===== src/rtl/proximity_pkg.sv =====
// Shared types, default thresholds and helpers for the proximity guard.
package proximity_pkg;

    typedef enum logic [3:0] {
        MV_FWD   = 4'b0000,
        MV_FWD_L = 4'b0001,
        MV_FWD_R = 4'b0010,
        MV_REV   = 4'b0011,
        MV_CCW   = 4'b0100,
        MV_CW    = 4'b0101,
        MV_REV_L = 4'b0110,
        MV_REV_R = 4'b0111,
        MV_STOP  = 4'b1000
    } move_cmd_e;

    typedef enum logic [1:0] {
        ZONE_CLEAR   = 2'b00,
        ZONE_WARN    = 2'b01,
        ZONE_BLOCKED = 2'b10
    } zone_e;

    localparam int unsigned STOP_DIST_DEF      = 15;
    localparam int unsigned WARN_DIST_DEF      = 40;
    localparam int unsigned HYST_DEF           = 5;
    localparam int unsigned CONFIRM_N_DEF      = 3;
    localparam int unsigned STALE_CYCLES_DEF   = 5_000_000;
    localparam int unsigned REFRESH_CYCLES_DEF = 2_500_000;
    localparam logic [3:0]  WARN_SPEED_DEF     = 4'd2;

    function automatic logic is_forward(input logic [3:0] code);
        return (code == MV_FWD) || (code == MV_FWD_L) || (code == MV_FWD_R);
    endfunction

    // Leave-zone thresholds are base+hysteresis, clamped to the 8-bit range.
    function automatic logic [7:0] sat_thresh(input int unsigned base, input int unsigned add);
        logic [8:0] sum;
        sum = 9'(base) + 9'(add);
        return sum[8] ? 8'hFF : sum[7:0];
    endfunction

endpackage


===== src/rtl/proximity_guard_if.sv =====
// Filtered move/speed command channel towards the UART motor transmitter.
interface proximity_guard_if;
    logic [3:0] cmd_out;
    logic [3:0] speed_out;
    logic       cmd_valid;
    logic       cmd_ready;

    modport master (output cmd_out, output speed_out, output cmd_valid, input cmd_ready);
    modport slave  (input cmd_out, input speed_out, input cmd_valid, output cmd_ready);
endinterface


===== src/rtl/proximity_zone_fsm.sv =====
// Range zone classifier: sample qualification, confirm run counter, stale timeout.
//   state        | meaning
//   ZONE_CLEAR   | nothing close, all moves pass
//   ZONE_WARN    | obstacle approaching
//   ZONE_BLOCKED | obstacle too close or sensor silent; forward moves vetoed
module proximity_zone_fsm
    import proximity_pkg::*;
#(
    parameter int unsigned STOP_DIST    = STOP_DIST_DEF,
    parameter int unsigned WARN_DIST    = WARN_DIST_DEF,
    parameter int unsigned HYST         = HYST_DEF,
    parameter int unsigned CONFIRM_N    = CONFIRM_N_DEF,
    parameter int unsigned STALE_CYCLES = STALE_CYCLES_DEF
) (
    input  logic       clk,
    input  logic       rst,
    input  logic [7:0] dist_in,
    input  logic       dist_valid,
    output zone_e      zone,
    output logic       stale
);

    localparam int unsigned CW = $clog2(CONFIRM_N) + 1;
    localparam int unsigned TW = $clog2(STALE_CYCLES + 1);

    localparam logic [7:0]    STOP_T     = sat_thresh(STOP_DIST, 0);
    localparam logic [7:0]    WARN_T     = sat_thresh(WARN_DIST, 0);
    localparam logic [7:0]    LEAVE_WARN = sat_thresh(WARN_DIST, HYST);
    localparam logic [7:0]    LEAVE_BLK  = sat_thresh(STOP_DIST, HYST);
    localparam logic [CW-1:0] CONFIRM_TC = CW'(CONFIRM_N - 1);
    localparam logic [TW-1:0] STALE_TC   = TW'(STALE_CYCLES - 1);
    localparam logic [TW-1:0] STALE_MAX  = TW'(STALE_CYCLES);

    zone_e         zone_q, zone_d, relax_z;
    logic [CW-1:0] cnt_q, cnt_d;
    logic [TW-1:0] since_q, since_d;
    logic          stale_q, stale_d;
    logic          sample_ok, jump, qualify;

    always_ff @(posedge clk) begin
        if (rst) begin
            zone_q  <= ZONE_BLOCKED;
            cnt_q   <= '0;
            since_q <= '0;
            stale_q <= 1'b0;
        end else begin
            zone_q  <= zone_d;
            cnt_q   <= cnt_d;
            since_q <= since_d;
            stale_q <= stale_d;
        end
    end

    always_comb begin
        zone_d    = zone_q;
        cnt_d     = cnt_q;
        since_d   = since_q;
        stale_d   = stale_q;
        jump      = 1'b0;
        qualify   = 1'b0;
        relax_z   = ZONE_WARN;
        sample_ok = dist_valid && (dist_in != 8'd0);

        case (zone_q)
            ZONE_CLEAR: begin
                jump    = dist_in < STOP_T;
                qualify = dist_in < WARN_T;
                relax_z = ZONE_WARN;
            end
            ZONE_WARN: begin
                jump    = dist_in < STOP_T;
                qualify = dist_in >= LEAVE_WARN;
                relax_z = ZONE_CLEAR;
            end
            default: begin
                qualify = dist_in >= LEAVE_BLK;
                relax_z = ZONE_WARN;
            end
        endcase

        if (sample_ok) begin
            stale_d = 1'b0;
            since_d = '0;
            if (jump) begin
                zone_d = ZONE_BLOCKED;
                cnt_d  = '0;
            end else if (qualify) begin
                if (cnt_q == CONFIRM_TC) begin
                    zone_d = relax_z;
                    cnt_d  = '0;
                end else begin
                    cnt_d = cnt_q + CW'(1);
                end
            end else begin
                cnt_d = '0;
            end
        end else if (since_q != STALE_MAX) begin
            // Saturates at the terminal count so a silent sensor keeps stale asserted.
            since_d = since_q + TW'(1);
            if (since_q == STALE_TC) begin
                zone_d  = ZONE_BLOCKED;
                stale_d = 1'b1;
                cnt_d   = '0;
            end
        end
    end

    assign zone  = zone_q;
    assign stale = stale_q;

endmodule


===== src/rtl/proximity_guard.sv =====
// Safety stage between command decoder and UART transmitter: vetoes forward moves when BLOCKED.
// Optional PROX_SLOWDOWN_EN caps speed in WARN and zeroes it for vetoed moves.
module proximity_guard
    import proximity_pkg::*;
#(
    parameter int unsigned STOP_DIST      = STOP_DIST_DEF,
    parameter int unsigned WARN_DIST      = WARN_DIST_DEF,
    parameter int unsigned HYST           = HYST_DEF,
    parameter int unsigned CONFIRM_N      = CONFIRM_N_DEF,
    parameter int unsigned STALE_CYCLES   = STALE_CYCLES_DEF,
`ifdef PROX_SLOWDOWN_EN
    parameter logic [3:0]  WARN_SPEED     = WARN_SPEED_DEF,
`endif
    parameter int unsigned REFRESH_CYCLES = REFRESH_CYCLES_DEF
) (
    input  logic              clk,
    input  logic              rst,
    input  logic [7:0]        dist_in,
    input  logic              dist_valid,
    input  logic [3:0]        cmd_in,
    input  logic [3:0]        speed_in,
    proximity_guard_if.master tx,
    output logic [1:0]        zone,
    output logic              stale
);

    localparam int unsigned   RW           = $clog2(REFRESH_CYCLES + 1);
    localparam logic [RW-1:0] REFRESH_LOAD = RW'(REFRESH_CYCLES);

    zone_e         zone_w;
    logic          veto, launch;
    logic [3:0]    tgt_cmd, tgt_speed, last_cmd, last_speed;
    logic [RW-1:0] refresh_q;

    proximity_zone_fsm #(
        .STOP_DIST    (STOP_DIST),
        .WARN_DIST    (WARN_DIST),
        .HYST         (HYST),
        .CONFIRM_N    (CONFIRM_N),
        .STALE_CYCLES (STALE_CYCLES)
    ) u_zone (
        .clk        (clk),
        .rst        (rst),
        .dist_in    (dist_in),
        .dist_valid (dist_valid),
        .zone       (zone_w),
        .stale      (stale)
    );

    assign zone = zone_w;

    always_comb begin
        veto      = (zone_w == ZONE_BLOCKED) && is_forward(cmd_in);
        tgt_cmd   = (veto || (cmd_in > MV_STOP)) ? MV_STOP : cmd_in;
        tgt_speed = speed_in;
`ifdef PROX_SLOWDOWN_EN
        if ((zone_w == ZONE_WARN) && (speed_in > WARN_SPEED))
            tgt_speed = WARN_SPEED;
        if (veto)
            tgt_speed = 4'd0;
`endif
    end

    // Refresh timer idles at zero, so the first launch after reset is immediate.
    assign launch = !tx.cmd_valid &&
                    ((tgt_cmd != last_cmd) || (tgt_speed != last_speed) || (refresh_q == '0));

    always_ff @(posedge clk) begin
        if (rst) begin
            tx.cmd_out   <= MV_STOP;
            tx.speed_out <= 4'd0;
            tx.cmd_valid <= 1'b0;
            last_cmd     <= MV_STOP;
            last_speed   <= 4'd0;
            refresh_q    <= '0;
        end else begin
            if (refresh_q != '0)
                refresh_q <= refresh_q - RW'(1);
            if (tx.cmd_valid) begin
                if (tx.cmd_ready) begin
                    tx.cmd_valid <= 1'b0;
                    last_cmd     <= tx.cmd_out;
                    last_speed   <= tx.speed_out;
                    refresh_q    <= REFRESH_LOAD;
                end else if (veto && is_forward(tx.cmd_out)) begin
                    // A pending forward move must never reach the motors once blocked.
                    tx.cmd_out <= MV_STOP;
`ifdef PROX_SLOWDOWN_EN
                    tx.speed_out <= 4'd0;
`endif
                end
            end else if (launch) begin
                tx.cmd_out   <= tgt_cmd;
                tx.speed_out <= tgt_speed;
                tx.cmd_valid <= 1'b1;
            end
        end
    end

endmodule


===== src/flat_wrapper.sv =====
// flat-port wrapper written by rule: the top's interface ports become plain ports
module proximity_guard_flat import proximity_pkg::*;
#(
    parameter int unsigned STOP_DIST      = STOP_DIST_DEF,
    parameter int unsigned WARN_DIST      = WARN_DIST_DEF,
    parameter int unsigned HYST           = HYST_DEF,
    parameter int unsigned CONFIRM_N      = CONFIRM_N_DEF,
    parameter int unsigned STALE_CYCLES   = STALE_CYCLES_DEF,

    parameter int unsigned REFRESH_CYCLES = REFRESH_CYCLES_DEF
)
  (clk, rst, dist_in, dist_valid, cmd_in, speed_in, zone, stale, tx_cmd_out, tx_speed_out, tx_cmd_valid, tx_cmd_ready);
  proximity_guard_if tx_i ();
  input  logic clk;
  input  logic rst;
  input  logic [7:0] dist_in;
  input  logic dist_valid;
  input  logic [3:0] cmd_in;
  input  logic [3:0] speed_in;
  output logic [1:0] zone;
  output logic stale;
  output wire logic [$bits(tx_i.cmd_out)-1:0] tx_cmd_out;
  output wire logic [$bits(tx_i.speed_out)-1:0] tx_speed_out;
  output wire logic [$bits(tx_i.cmd_valid)-1:0] tx_cmd_valid;
  input wire logic [$bits(tx_i.cmd_ready)-1:0] tx_cmd_ready;
  assign tx_cmd_out = tx_i.cmd_out;
  assign tx_speed_out = tx_i.speed_out;
  assign tx_cmd_valid = tx_i.cmd_valid;
  assign tx_i.cmd_ready = tx_cmd_ready;
  proximity_guard #(.STOP_DIST(STOP_DIST), .WARN_DIST(WARN_DIST), .HYST(HYST), .CONFIRM_N(CONFIRM_N), .STALE_CYCLES(STALE_CYCLES), .REFRESH_CYCLES(REFRESH_CYCLES)) u_core (.clk(clk), .rst(rst), .dist_in(dist_in), .dist_valid(dist_valid), .cmd_in(cmd_in), .speed_in(speed_in), .tx(tx_i), .zone(zone), .stale(stale));
endmodule

===== config.mk =====
export PLATFORM = sky130hd
export DESIGN_NAME = proximity_guard_flat
export DESIGN_NICKNAME = d
export VERILOG_FILES = /design/src/rtl/proximity_pkg.sv /design/src/rtl/proximity_guard_if.sv /design/src/rtl/proximity_zone_fsm.sv /design/src/rtl/proximity_guard.sv /design/src/flat_wrapper.sv
export SDC_FILE = /design/constraint.sdc
export NUM_CORES = 1
export LEC_CHECK = 0
export CELL_PAD_IN_SITES_DETAIL_PLACEMENT = 2
export CELL_PAD_IN_SITES_GLOBAL_PLACEMENT = 2
export CORE_UTILIZATION = 32
export DETAILED_ROUTE_END_ITERATION = 8
export HOLD_SLACK_MARGIN = 0.15
export PLACE_DENSITY_LB_ADDON = 0.12
export SYNTH_ARGS = -nofsm -noshare
export SYNTH_HDL_FRONTEND = slang
export SYNTH_HIERARCHICAL = 1
export SYNTH_SLANG_ARGS = --single-unit

===== constraint.sdc =====
create_clock -name clk -period 2.1 [get_ports clk]
set_input_delay 0.315 -clock clk [delete_from_list [all_inputs] [get_ports clk]]
set_output_delay 0.315 -clock clk [all_outputs]
set_load 0.005 [all_outputs]

=== Word level (Yosys, flattened, before mapping) ===
Index checks and enable logic that the tools add are counted.

* Add/subtract/negate cells: 3
* Order comparisons: 5
* Eq/ne operators: 15
* Muxes and demuxes: 26
* Bitwise gates (word level): 1
* Reduce and logical (&&, ||, !) cells: 29

{| class="wikitable"
|+ Operator list
! operator !! count
|-
| $mux 22 || 3
|-
| $add 23x1->23 const B || 1
|-
| $eq 23x23->1 const B || 1
|-
| $ne 23x23->1 const B || 1
|-
| $logic_not 22->1 || 1
|-
| $reduce_bool 22->1 || 1
|-
| $sub 22x1->22 const B || 1
|-
| $mux 4 || 5
|-
| $mux 3 || 6
|-
| $mux 2 || 6
|-
| $eq 4x1->1 const B || 2
|-
| $eq 4x2->1 const B || 2
|-
| $ge 8x5->1 const B || 1
|-
| $ge 8x6->1 const B || 1
|-
| $logic_not 4->1 || 2
|-
| $lt 8x4->1 const B || 1
|-
| $lt 8x6->1 const B || 1
|-
| $ne 4x4->1 || 2
|-
| $reduce_and 2->1 || 4
|-
| $reduce_bool 8->1 || 1
|-
| $logic_or 1x1->1 || 7
|-
| $ne 3x1->1 const B || 2
|-
| $reduce_bool 2->1 || 3
|-
| $mux 1 || 5
|-
| other kinds (14) || 19
|}

* Register bits after elaboration: 68
* Input bits: 20

=== Depth between registers and ports, before layout ===
Gate-level depths: netlist (run 1).

* Depth after elaboration: 12
* Gate-level depth with buffers: 8
* Depth with buffers taken out: 7

=== Hierarchy ===
The synthesis (run 1) kept the hierarchy.

{| class="wikitable"
|+ By module, submodules not included
! module !! times used !! cells each !! area each (µm²)
|-
| proximity_guard || 1 || 233 || 2006.9
|-
| proximity_zone_fsm || 1 || 174 || 1517.7
|}

=== Worst setup path before layout (run 1) ===
Ideal clock, no wire load.

* Path type: register to register
* Start point: reg u_core.refresh_q[9]
* End point: reg u_core.tx.speed_out[0]
* Library setup time: 0.072 ns
* Arrival time: 2.205 ns
* Required time: 2.028 ns
* Slack: -0.177 ns
* Cell stages (with the launch flop): 7
* Buffers on the path: 1
* Clock period less this slack: 2.277 ns
* Cells stage by stage: dfxtp_1 or4_4 or4_4 or3_1 buf_2 a31oi_4 mux2i_1

* Word-level cells in the longest chain between the ends: 4

{| class="wikitable"
|+ RTL lines
! item !! line !! text
|-
| from (decl) || proximity_guard.sv:33 || <nowiki>logic [RW-1:0] refresh_q;</nowiki>
|-
| from (signal assigned) || proximity_guard.sv:78 || <nowiki>refresh_q <= refresh_q - RW'(1);</nowiki>
|-
| $logic_not 22->1 || proximity_guard.sv:66 || <nowiki>((tgt_cmd != last_cmd) || (tgt_speed != last_speed) || (refresh_q == '0));</nowiki>
|-
| $logic_or 1x1->1 || proximity_guard.sv:66 ||
|-
| $logic_and 1x1->1 || proximity_guard.sv:65 || <nowiki>assign launch = !tx.cmd_valid &&</nowiki>
|-
| $reduce_and 2->1 (no source line) || - ||
|-
| to (signal assigned) || proximity_guard.sv:94 || <nowiki>tx.speed_out <= tgt_speed;</nowiki>
|-
| to (decl) || proximity_guard_if.sv:8 || <nowiki>modport master (output cmd_out, output speed_out, output cmd_valid, input cmd_ready);</nowiki>
|}

No other way between the ends.
A chain may end at the register's enable or synchronous reset.

=== Worst setup path in the final report (run 1) ===
* Start point: reg u_core.refresh_q[12]
* End point: reg u_core.tx.speed_out[3]

The elaborated chain is that of the path after synthesis.

==> results of run 1 <==
-- through the flow --
| step | area [sq um] | setup TNS, ns | util (%) |
|---|---|---|---|
| floorplan | 3545 | -0.6611 | - |
| global placement | 4315 | -1.158 | 41.06 |
| detailed placement | 4315 | -2.686 | 41.06 |
| CTS | 4603 | -1.442 | 43.80 |
| global route | 4658 | -3.514 | 44.33 |
| finish | 4658 | -2.099 | 44.33 |
-- final timing paths --
path / start / endpoint / slack (ns) / cells after the start
worst max-delay path: u_core/refresh_q[12] / u_core/tx.speed_out[3] / -0.13 / 5
worst min-delay path: u_core/last_speed[3] / u_core/last_speed[3] / 0.48 / 2
worst max register to register: u_core/refresh_q[12] / u_core/tx.speed_out[3] / -0.13 / 5
worst min register to register: u_core/last_speed[3] / u_core/last_speed[3] / 0.48 / 2
-- sequential cells by signal, indices dropped and copies added (netlist names) --
signal,count
u_core/u_zone/stale,1
u_core/last_speed,4
u_core/refresh_q,22
u_core/u_zone/since_q,23
u_core/tx.cmd_out,4
u_core/last_cmd,4
u_core/u_zone/cnt_q,3
u_core/tx.speed_out,4
u_core/tx.cmd_valid,1
u_core/u_zone/zone,2
-- power by group through the flow --
stage	clock network [uW]	registers, uW	logic [uW]
3_5_place_dp	0	1660	1970
2_1_floorplan	0	1630	1110
4_1_cts	1290	1630	2170
6_report	1250	1650	2370
3_3_place_gp	0	1650	1890
5_1_grt	1360	1680	2550
-- area by class of cell --
type	instances	area share [%]
flip-flops and latches	68	29.28
repair buffers	81	15.04
clock inverters	6	1.880
inverters	14	1.128
clock buffers	10	2.955
well taps	136	3.653
multi-input cells	309	46.07
-- layout by cell type (no fill, tap or decap), drive strengths merged, types with 4 or more instances in the layout --
master / n
clkbuf: 10
nand3: 9
ha: 4
nor4: 14
nand2b: 14
nor2: 42
nor3: 11
xnor2: 17
nand4: 12
o31ai: 10
nor4b: 4
or3: 11
clkinv: 4
nand2: 37
clkdlybuf4s50: 31
xor2: 17
or4: 9
inv: 14
o21ai: 10
dfxtp: 68
a31oi: 9
a21oi: 24
buf: 50
mux2i: 8
-- cells by family (layout without fill, tap and decap cells) --
family | Yosys count | in the layout | share of synthesized area, %
fa+ha+maj | 4 | 4 | 1.420
simple gates | 182 | 182 | 28.90
flops | 68 | 68 | 38.62
mux | 8 | 8 | 2.272
compound gates | 81 | 81 | 16.83
xor+xnor | 34 | 34 | 8.449
buf+inv | 30 | 111 | 3.514
-- per-layer routing --
| layer | GRT usage (%) | part of all wire (%) | vias to the layer above |
|---|---|---|---|
| met3 | 3.465 | 2.6 | 15 |
| met5 | 0 | 0 | - |
| met2 | 36.36 | 49 | 46 |
| met4 | 6.164 | 1.6 | 0 |
| li1 | - | - | 1638 |
| met1 | 26.23 | 47 | 1668 |
-- what timing repair did --
item | 4_1_cts | 5_1_grt
resized for setup | 10 | 9
hold buffers | 0 | 0
pin swaps | 2 | 1
setup buffers | 0 | 1
endpoints found under the setup margin | 24 | 29
-- critical path: stages (launching register included) --
cell and delay [ns]:
dfxtp_1 0.32, or4_4 0.53, or4_4 0.46, or3_4 0.38
a31oi_4 0.24, mux2i_1 0.22
==> impl_results.md, run 1 <==
- Status: finished with violations
- Failing checks: negative setup slack
- Pins Over Slew Limit: 0
- Ys Warns: 6
- Pre-antenna DRT Iters: 4
- Crit Path Max Fanout: 4
- GP Congestion: between 0.7 and 0.8
- CTS buffer count: 9
- First-pass GRT wire length: about 19 mm
- Clock transition at the registers of the reported paths: approximately 0.09 ns
- Syn nets: 431
- Root Driver: clkbuf_8
- PortBufs: 31
- Number of vias per cell: 5.396
- Area leader, netlist: dfxtp_1
- Psw: around 2000 uW
- Pleak: 0.001651 uW
- Final-report hold violation count: 0
- Avg Inst Size Synth: 8.660 sq um
- Worst hold slack: 0.4783 ns
- Netlist cell types: 66
- Slew headroom: 65.09%
- Ys flop type: dfxtp_1
- Initial antenna violation count: 0
- IO Pins: 32
- Largest net degree at the start of global routing: 25
- Final cell count without fillers: 624
- EDFF count, synth: 0
- Critical Path RT: 2.38 ns
- # diodes: 0
- CTS tree: yes
- Skew-Pair Late Insertion Delay: 0.36 ns
- VDD IR max: 0.5388 mV
- Via count: 3367
- Core area: 10510 sq um
- Share of cells above drive strength 1: 19.67%
- Register share of total power: 31.3%
- Internal power: 3246 uW
- Top cell type's share of synthesized area: 38.62%
- Final setup violation count: 25
- Die X: between 100 and 150 um
- Multi-input logic area: 2146 sq um
- Fin worst setup slack: -0.1279 ns
- Largest cells by area after synthesis: dfxtp_1, nor2_1, xnor2_1, xor2_1, nand2_1
- Placed Cells incl. Taps: 607
- RSZ-0062 raised after global routing: yes
- FFs w/ async S/R, synth: 0%
- Worst clock skew: 0.01381 ns
- Grt total ovfl: 0
- MaxCap Viol Count: 0
- Crit. End Element: flip-flop
- HPWL after detailed placement: 7.664 mm
- Routed WL: 11.36 mm
- Combinational share of power: 44.9%
- Antenna Violating Nets Remaining: 0
- Fillers: 1164
- Clk buf depth: 2
- H-tree depth: 3
- Most numerous cell in the Yosys netlist: dfxtp_1
- Mapped Area: 3525 sq um
- Avg WL per Cell: 18.21 um
- Achievable frequency: 448.9 MHz
- Worst-Margin Slew: 0.5218 ns
- Rows: 37
- Clock network power share: 23.8%
- Register area: 1364 sq um
- Worst hold path class: flip-flop to flip-flop
- Die ar.: about 11000 sq um
- Initial Util: 33.54%
- DRC viols: 0
- Via count of the first global-routing pass: 3673
- Setup WS pre-CTS: -0.2173 ns
- Final nets: 507
- FF+latch count, synth: around 70
- Clock Sink Count: 68
- Synth top cells by count: dfxtp_1, nor2_1, nand2_1
- Power density over the cells: 1132 nW/um^2
- Fin crit period: 2.228 ns
- Critical Path AT: between 2 and 3 ns
- Sequential area share after synthesis: ~39%
- Layout Area Growth over Synthesis: 32.16%
- Drt initial violations: 125
- Switching share of power: 38.45%
- Startpoint class of the critical path: flip-flop
- Die Y: approximately 110 um
- Kind of critical path: flip-flop to flip-flop
- Final worst-path cycle share: 106.1%
- Mapped Cells: 407
- All-Layer GR Usage: 20.85%
- Total Power: 5273 uW
Note: power is estimated with default switching activity, not from simulation.
==> inputs of run 2 (changes only) <==
--- a/config.mk
+++ b/config.mk
@@ -11,6 +11,7 @@
 export DETAILED_ROUTE_END_ITERATION = 8
 export HOLD_SLACK_MARGIN = 0.15
 export PLACE_DENSITY_LB_ADDON = 0.12
+export RECOVER_POWER = 50
 export SYNTH_ARGS = -nofsm -noshare
 export SYNTH_HDL_FRONTEND = slang
 export SYNTH_HIERARCHICAL = 1
==> run 2 against run 1 <==
Net effect:
- the run still ends with negative setup slack left
- hold slack improved by 0.0011 ns
- flip-flop and latch count unchanged
- clock skew about the same
- clock power about the same
- die area unchanged
- power about the same
- setup slack improved by 0.00066 ns
- global-route usage unchanged
- clock-buffer cell count unchanged
- utilization unchanged
- sequential power about the same
- critical endpoint unchanged
- largest cell class unchanged
==> impl_results.md, run 2 (synthesis results as in run 1) <==
- Failing checks: negative setup slack (unchanged)
- Initial antenna violation count: 0 (unchanged)
- Clock Sink Count: 68 (unchanged)
- Kind of critical path: flip-flop to flip-flop (unchanged)
- Core area: 10510 sq um (unchanged)
- Critical Path AT: 2.51 ns (about the same)
- Avg WL per Cell: 18.23 um (was 18.21 um)
- Die Y: 107.0 um (unchanged)
- Worst clock skew: 0.01380 ns (was 0.01381 ns)
- Clock transition at the registers of the reported paths: 0.09 ns (about the same)
- Worst hold path class: flip-flop to flip-flop (unchanged)
- Routed WL: 11.38 mm (was 11.36 mm)
- Most common cell after layout, fill and taps aside: dfxtp_1 (unchanged)
- Crit Path Max Fanout: 4 (unchanged)
- Largest registers: u_core/u_zone/since_q: 23 flops, u_core/refresh_q: 22 flops (unchanged)
- Initial Util: 33.54% (unchanged)
- Share of cells above drive strength 1: 19.67% (unchanged)
- Post-route design area: 4658 sq um (unchanged)
- VDD IR max: 0.5383 mV (was 0.5388 mV)
- Post-placement cell area: 4315 sq um (unchanged)
- Drt initial violations: 122 (was 125)
- Crit. End Element: flip-flop (unchanged)
- Skew-Pair Late Insertion Delay: 0.36 ns (about the same)
- Placed Cells incl. Taps: 607 (unchanged)
- Antenna Violating Nets Remaining: 0 (unchanged)
- Clk buf depth: 2 (unchanged)
- Status: finished with violations (unchanged)
- Worst-Margin Slew: 0.5896 ns (was 0.5218 ns)
- Fin crit period: 2.227 ns (was 2.228 ns)
- RSZ-0062 raised after global routing: yes (unchanged)
- Pleak: 0.001661 uW (was 0.001651 uW)
- Rows: 37 (unchanged)
- Die X: 107.0 um (unchanged)
- Biggest register: u_core/u_zone/since_q (unchanged)
- Final nets: 507 (unchanged)
- Fin worst setup slack: -0.1272 ns (was -0.1279 ns)
- CTS buffer count: 9 (unchanged)
- Pins Over Slew Limit: 0 (unchanged)
- Worst hold slack: 0.4793 ns (was 0.4783 ns)
- Slew headroom: 60.67% (was 65.09%)
- Via count: 3362 (was 3367)
- H-tree depth: 3 (unchanged)
- Achievable frequency: 449.0 MHz (was 448.9 MHz)
- CTS Hold Bufs: 0 (unchanged)
- Critical Path RT: 2.38 ns (about the same)
- GP Congestion: 0.7254 (unchanged)
- Commonest non-fill, non-tap cells in the layout: dfxtp_1, buf_4, nor2_1, nand2_1, clkdlybuf4s50_1 (unchanged)
- Max reg flops: 23 (unchanged)
- Final setup violation count: 25 (unchanged)
- Final worst-path cycle share: 106.1% (about the same)
- # diodes: 0 (unchanged)
- IO Pins: 32 (unchanged)
- Via count of the first global-routing pass: 3673 (unchanged)
- MaxCap Viol Count: 0 (unchanged)
- All-Layer GR Usage: 20.85% (unchanged)
- Largest net degree at the start of global routing: 25 (unchanged)
- Final-report hold violation count: 0 (unchanged)
- Power density over the cells: 1132 nW/um^2 (about the same)
- Layout Area Growth over Synthesis: 32.16% (unchanged)
- HPWL after detailed placement: 7.664 mm (unchanged)
- Startpoint class of the critical path: flip-flop (unchanged)
- Grt total ovfl: 0 (unchanged)
- CTS tree: yes (unchanged)
- Root Driver: clkbuf_8 (unchanged)
- Die ar.: 11440 sq um (unchanged)
- Number of vias per cell: 5.388 (was 5.396)
- Fillers: 1164 (unchanged)
- First-pass GRT wire length: 18.66 mm (unchanged)
- Final cell count without fillers: 624 (unchanged)
- DRC viols: 0 (unchanged)
- Pre-antenna DRT Iters: 4 (unchanged)
- PortBufs: 31 (unchanged)
==> run 2: timing repair <==
action / in CTS / in global routing
gates resized for setup: 10 / 9
setup buffers: 0 / 1
pin swaps: 2 / 1
endpoints found under the setup margin: 24 / 29
==> run 2: layer usage <==
metal	vias up	wire, um	track usage, %
met3	15	294	3.465
met4	0	187	6.164
met5	-	0	0
li1	1638	-	-
met1	1663	5347	26.23
met2	46	5545	36.36
==> run 2: area by class of cell <==
class	count	area, sq um	area share (%)
Multi-Input combinational cell	309	2146	46.07
Sequential cell	68	1364	29.28
Timing Repair Buffer	81	700.7	15.04
Tap cell	136	170.2	3.653
Clock buffer	10	137.6	2.955
Clock inverter	6	87.58	1.880
Inverter	14	52.55	1.128
==> run 2: critical path, cell delays in order (launching register included) <==
cell     delay [ns]
dfxtp_1        0.32
or4_4          0.53
or4_4          0.46
or3_4          0.38
a31oi_4        0.24
mux2i_1        0.22
==> run 2: stage by stage <==
stage	TNS, ns	total power (uW)	util [%]	setup slack (ns)
global route	-3.514	5591	44.33	-0.2025
CTS	-1.442	5098	43.80	-0.1342
detailed placement	-2.686	3630	41.06	-0.2173
global placement	-1.158	3539	41.06	-0.1473
floorplan	-0.6611	2742	-	-0.1236
finish	-2.083	5271	44.33	-0.1272
==> run 2: worst paths after layout <==
check	startpoint	cells past startpoint	to	slack [ns]
setup reg to reg	u_core/refresh_q[12]	5	u_core/tx.speed_out[3]	-0.13
setup / recovery	u_core/refresh_q[12]	5	u_core/tx.speed_out[3]	-0.13
hold reg to reg	u_core/last_speed[3]	2	u_core/last_speed[3]	0.48
hold / removal	u_core/last_speed[3]	2	u_core/last_speed[3]	0.48
==> run 2: where the power goes <==
part           internal, uW  switching [uW]
clock                   701             553
combinational          1080            1290
sequential             1470             184
==> inputs of run 3 (changes only) <==
--- a/config.mk
+++ b/config.mk
@@ -7,7 +7,9 @@
 export LEC_CHECK = 0
 export CELL_PAD_IN_SITES_DETAIL_PLACEMENT = 2
 export CELL_PAD_IN_SITES_GLOBAL_PLACEMENT = 2
-export CORE_UTILIZATION = 32
+export CORE_MARGIN = 3
+export CORE_UTILIZATION = 35
+export CTS_CLUSTER_DIAMETER = 200
 export DETAILED_ROUTE_END_ITERATION = 8
 export HOLD_SLACK_MARGIN = 0.15
 export PLACE_DENSITY_LB_ADDON = 0.12
==> constraint.sdc (replaced) <==
create_clock -name clk -period 2.24 [get_ports clk]
set_input_delay 0.336 -clock clk [delete_from_list [all_inputs] [get_ports clk]]
set_output_delay 0.336 -clock clk [all_outputs]
set_load 0.005 [all_outputs]
==> run 3 against run 2 <==
Net effect:
- the flow still finishes with violations (negative setup slack)
- clock-buffer cell count up 2
- routed wire length shrank 3.2%
- global-route usage is 0.68 points lower
- first-iteration DRC count is 34% lower
- die area is 1.1% lower
- clock power decreased by 7%
==> impl_results.md, run 3 (synthesis results as in run 1) <==
- Die Y: 106.4 um (was 107.0 um)
- Startpoint class of the critical path: flip-flop (unchanged)
- CTS tree: yes (unchanged)
- First-pass GRT wire length: 18.53 mm (was 18.66 mm)
- Final setup violation count: 5 (was 25)
- # diodes: 0 (unchanged)
- CTS buffer count: 9 (unchanged)
- Largest registers: u_core/u_zone/since_q: 23 flops, u_core/refresh_q: 22 flops (unchanged)
- Number of vias per cell: 5.573 (was 5.388)
- HPWL after detailed placement: 7.463 mm (was 7.664 mm)
- Achievable frequency: 439.8 MHz (was 449.0 MHz)
- Die ar.: 11310 sq um (was 11440 sq um)
- Slew headroom: 60.26% (was 60.67%)
- Commonest non-fill, non-tap cells in the layout: dfxtp_1, nor2_1, nand2_1, buf_4, a21oi_1 (was dfxtp_1, buf_4, nor2_1, nand2_1, clkdlybuf4s50_1)
- Pre-antenna DRT Iters: 4 (unchanged)
- Clock transition at the registers of the reported paths: 0.08 ns (was 0.09 ns)
- Final cell count without fillers: 606 (was 624)
- Rows: 35 (was 37)
- Final-report hold violation count: 0 (unchanged)
- CTS Hold Bufs: 0 (unchanged)
- All-Layer GR Usage: 20.17% (was 20.85%)
- Pleak: 0.001593 uW (was 0.001661 uW)
- Final nets: 496 (was 507)
- Slowest-stage cell, CP: or4_4 (unchanged)
- IO Pins: 32 (unchanged)
- Fillers: 1070 (was 1164)
- Critical Path RT: 2.52 ns (was 2.38 ns)
- Grt total ovfl: 0 (unchanged)
- Worst-Margin Slew: 0.5939 ns (was 0.5896 ns)
- Via count: 3377 (was 3362)
- Max reg flops: 23 (unchanged)
- Largest net degree at the start of global routing: 25 (unchanged)
- GP Congestion: 0.7417 (was 0.7254)
- Final worst-path cycle share: 101.5% (was 106.1%)
- H-tree depth: 3 (unchanged)
- Crit Path Max Fanout: 4 (unchanged)
- Power density over the cells: 1052 nW/um^2 (was 1132 nW/um^2)
- Share of cells above drive strength 1: 15.93% (was 19.67%)
- Post-placement cell area: 4218 sq um (was 4315 sq um)
- Root Driver: clkbuf_8 (unchanged)
- MaxCap Viol Count: 0 (unchanged)
- Kind of critical path: flip-flop to flip-flop (unchanged)
- Most common cell after layout, fill and taps aside: dfxtp_1 (unchanged)
- Biggest register: u_core/u_zone/since_q (unchanged)
- PortBufs: 31 (unchanged)
- Critical Path Most Common Cell: or4_4 (unchanged)
- Initial antenna violation count: 0 (unchanged)
- Skew-Pair Late Insertion Delay: 0.35 ns (was 0.36 ns)
- Clk buf depth: 2 (unchanged)
- Slowest cell delay on critical path: 0.54 ns (was 0.53 ns)
- Layout Area Growth over Synthesis: 27.87% (was 32.16%)
- Post-route design area: 4507 sq um (was 4658 sq um)
- Worst hold slack: 0.4713 ns (was 0.4793 ns)
- # Post-CTS Setup Buffers: 0 (unchanged)
- CP top delay family: simple AND/OR/NAND/NOR gates (unchanged)
- Worst hold path class: flip-flop to flip-flop (unchanged)
- WP buf/inv: 0 (unchanged)
- Via count of the first global-routing pass: 3589 (was 3673)
- Pins Over Slew Limit: 0 (unchanged)
- Failing checks: negative setup slack (unchanged)
- Status: finished with violations (unchanged)
- Critical Path AT: 2.56 ns (was 2.51 ns)
- Total Power: 4739 uW (was 5271 uW)
- Core area: 9503 sq um (was 10510 sq um)
- Crit. End Element: flip-flop (unchanged)
- Fin worst setup slack: -0.03387 ns (was -0.1272 ns)
- Clock Sink Count: 68 (unchanged)
- Worst clock skew: 0.007033 ns (was 0.01380 ns)
- Die X: 106.4 um (was 107.0 um)
- Placed Cells incl. Taps: 590 (was 607)
- RSZ-0062 raised after global routing: yes (unchanged)
- Crit-path cells: or4_4 -> or4_4 -> or3_4 -> a31oi_4 -> mux2i_1 (unchanged)
- Antenna Violating Nets Remaining: 0 (unchanged)
- Drt initial violations: 80 (was 122)
- Avg WL per Cell: 18.18 um (was 18.23 um)
- DRC viols: 0 (unchanged)
- Routed WL: 11.02 mm (was 11.38 mm)
- Initial Util: 37.09% (was 33.54%)
- VDD IR max: 0.4809 mV (was 0.5383 mV)
- Fin crit period: 2.274 ns (was 2.227 ns)
## run 3: changes by cell type in the layout (fill, tap and decap cells not counted), moves of 3 or more
cell             previous run  this run
clkbuf_1                    0         4
buf_6                       4         1
buf_4                      45        35
dlygate4sd3_1               5        11
clkdlybuf4s50_1            26        20
## run 3: final timing paths
check                                         endpoint  slack [ns]                   start  cells after the start
worst max-delay path            u_core/tx.speed_out[0]       -0.03    u_core/refresh_q[12]                      5
worst min-delay path              u_core/last_speed[1]        0.47  u_core/tx.speed_out[1]                      2
worst max register to register  u_core/tx.speed_out[0]       -0.03    u_core/refresh_q[12]                      5
worst min register to register    u_core/last_speed[1]        0.47  u_core/tx.speed_out[1]                      2
## run 3: routing by layer
metal | track usage [%] | share of wire, %
met3 | 3.461 | 2.7
met4 | 7.586 | 1.8
met2 | 32.26 | 47
met5 | 0 | 0
met1 | 27.14 | 48
## run 3: area by class of cell
type | count | area (sq um) | share of cell area (%)
Multi-Input combinational cell | 309 | 2117 | 46.97
Sequential cell | 68 | 1361 | 30.21
Timing Repair Buffer | 70 | 596.8 | 13.24
Tap cell | 129 | 161.4 | 3.581
Clock buffer | 12 | 145.1 | 3.220
Clock inverter | 4 | 72.57 | 1.610
Inverter | 14 | 52.55 | 1.166
## run 3: stage by stage
stage | TNS (ns) | setup slack (ns) | util, %
floorplan | 0 | 0.007570 | -
global placement | -0.2097 | -0.07052 | 44.38
detailed placement | -0.8854 | -0.2309 | 44.38
CTS | -0.06844 | -0.03417 | 46.97
global route | -1.175 | -0.1431 | 47.43
finish | -0.08575 | -0.03387 | 47.43
## run 3: worst reg2reg max path: stages, from the launching register on
cell	delay, ns
dfxtp_1	0.31
or4_4	0.54
or4_4	0.46
or3_4	0.39
a31oi_4	0.29
mux2i_1	0.23
## run 3: what timing repair did
item                                    CTS  global route
pin swaps                                 1             5
resized for setup                         4            10
endpoints found under the setup margin    8            21
## run 3: power by group
group	switching, uW	internal, uW	total (uW)
clock	504	657	1160
combinational	1130	897	2030
sequential	175	1370	1550
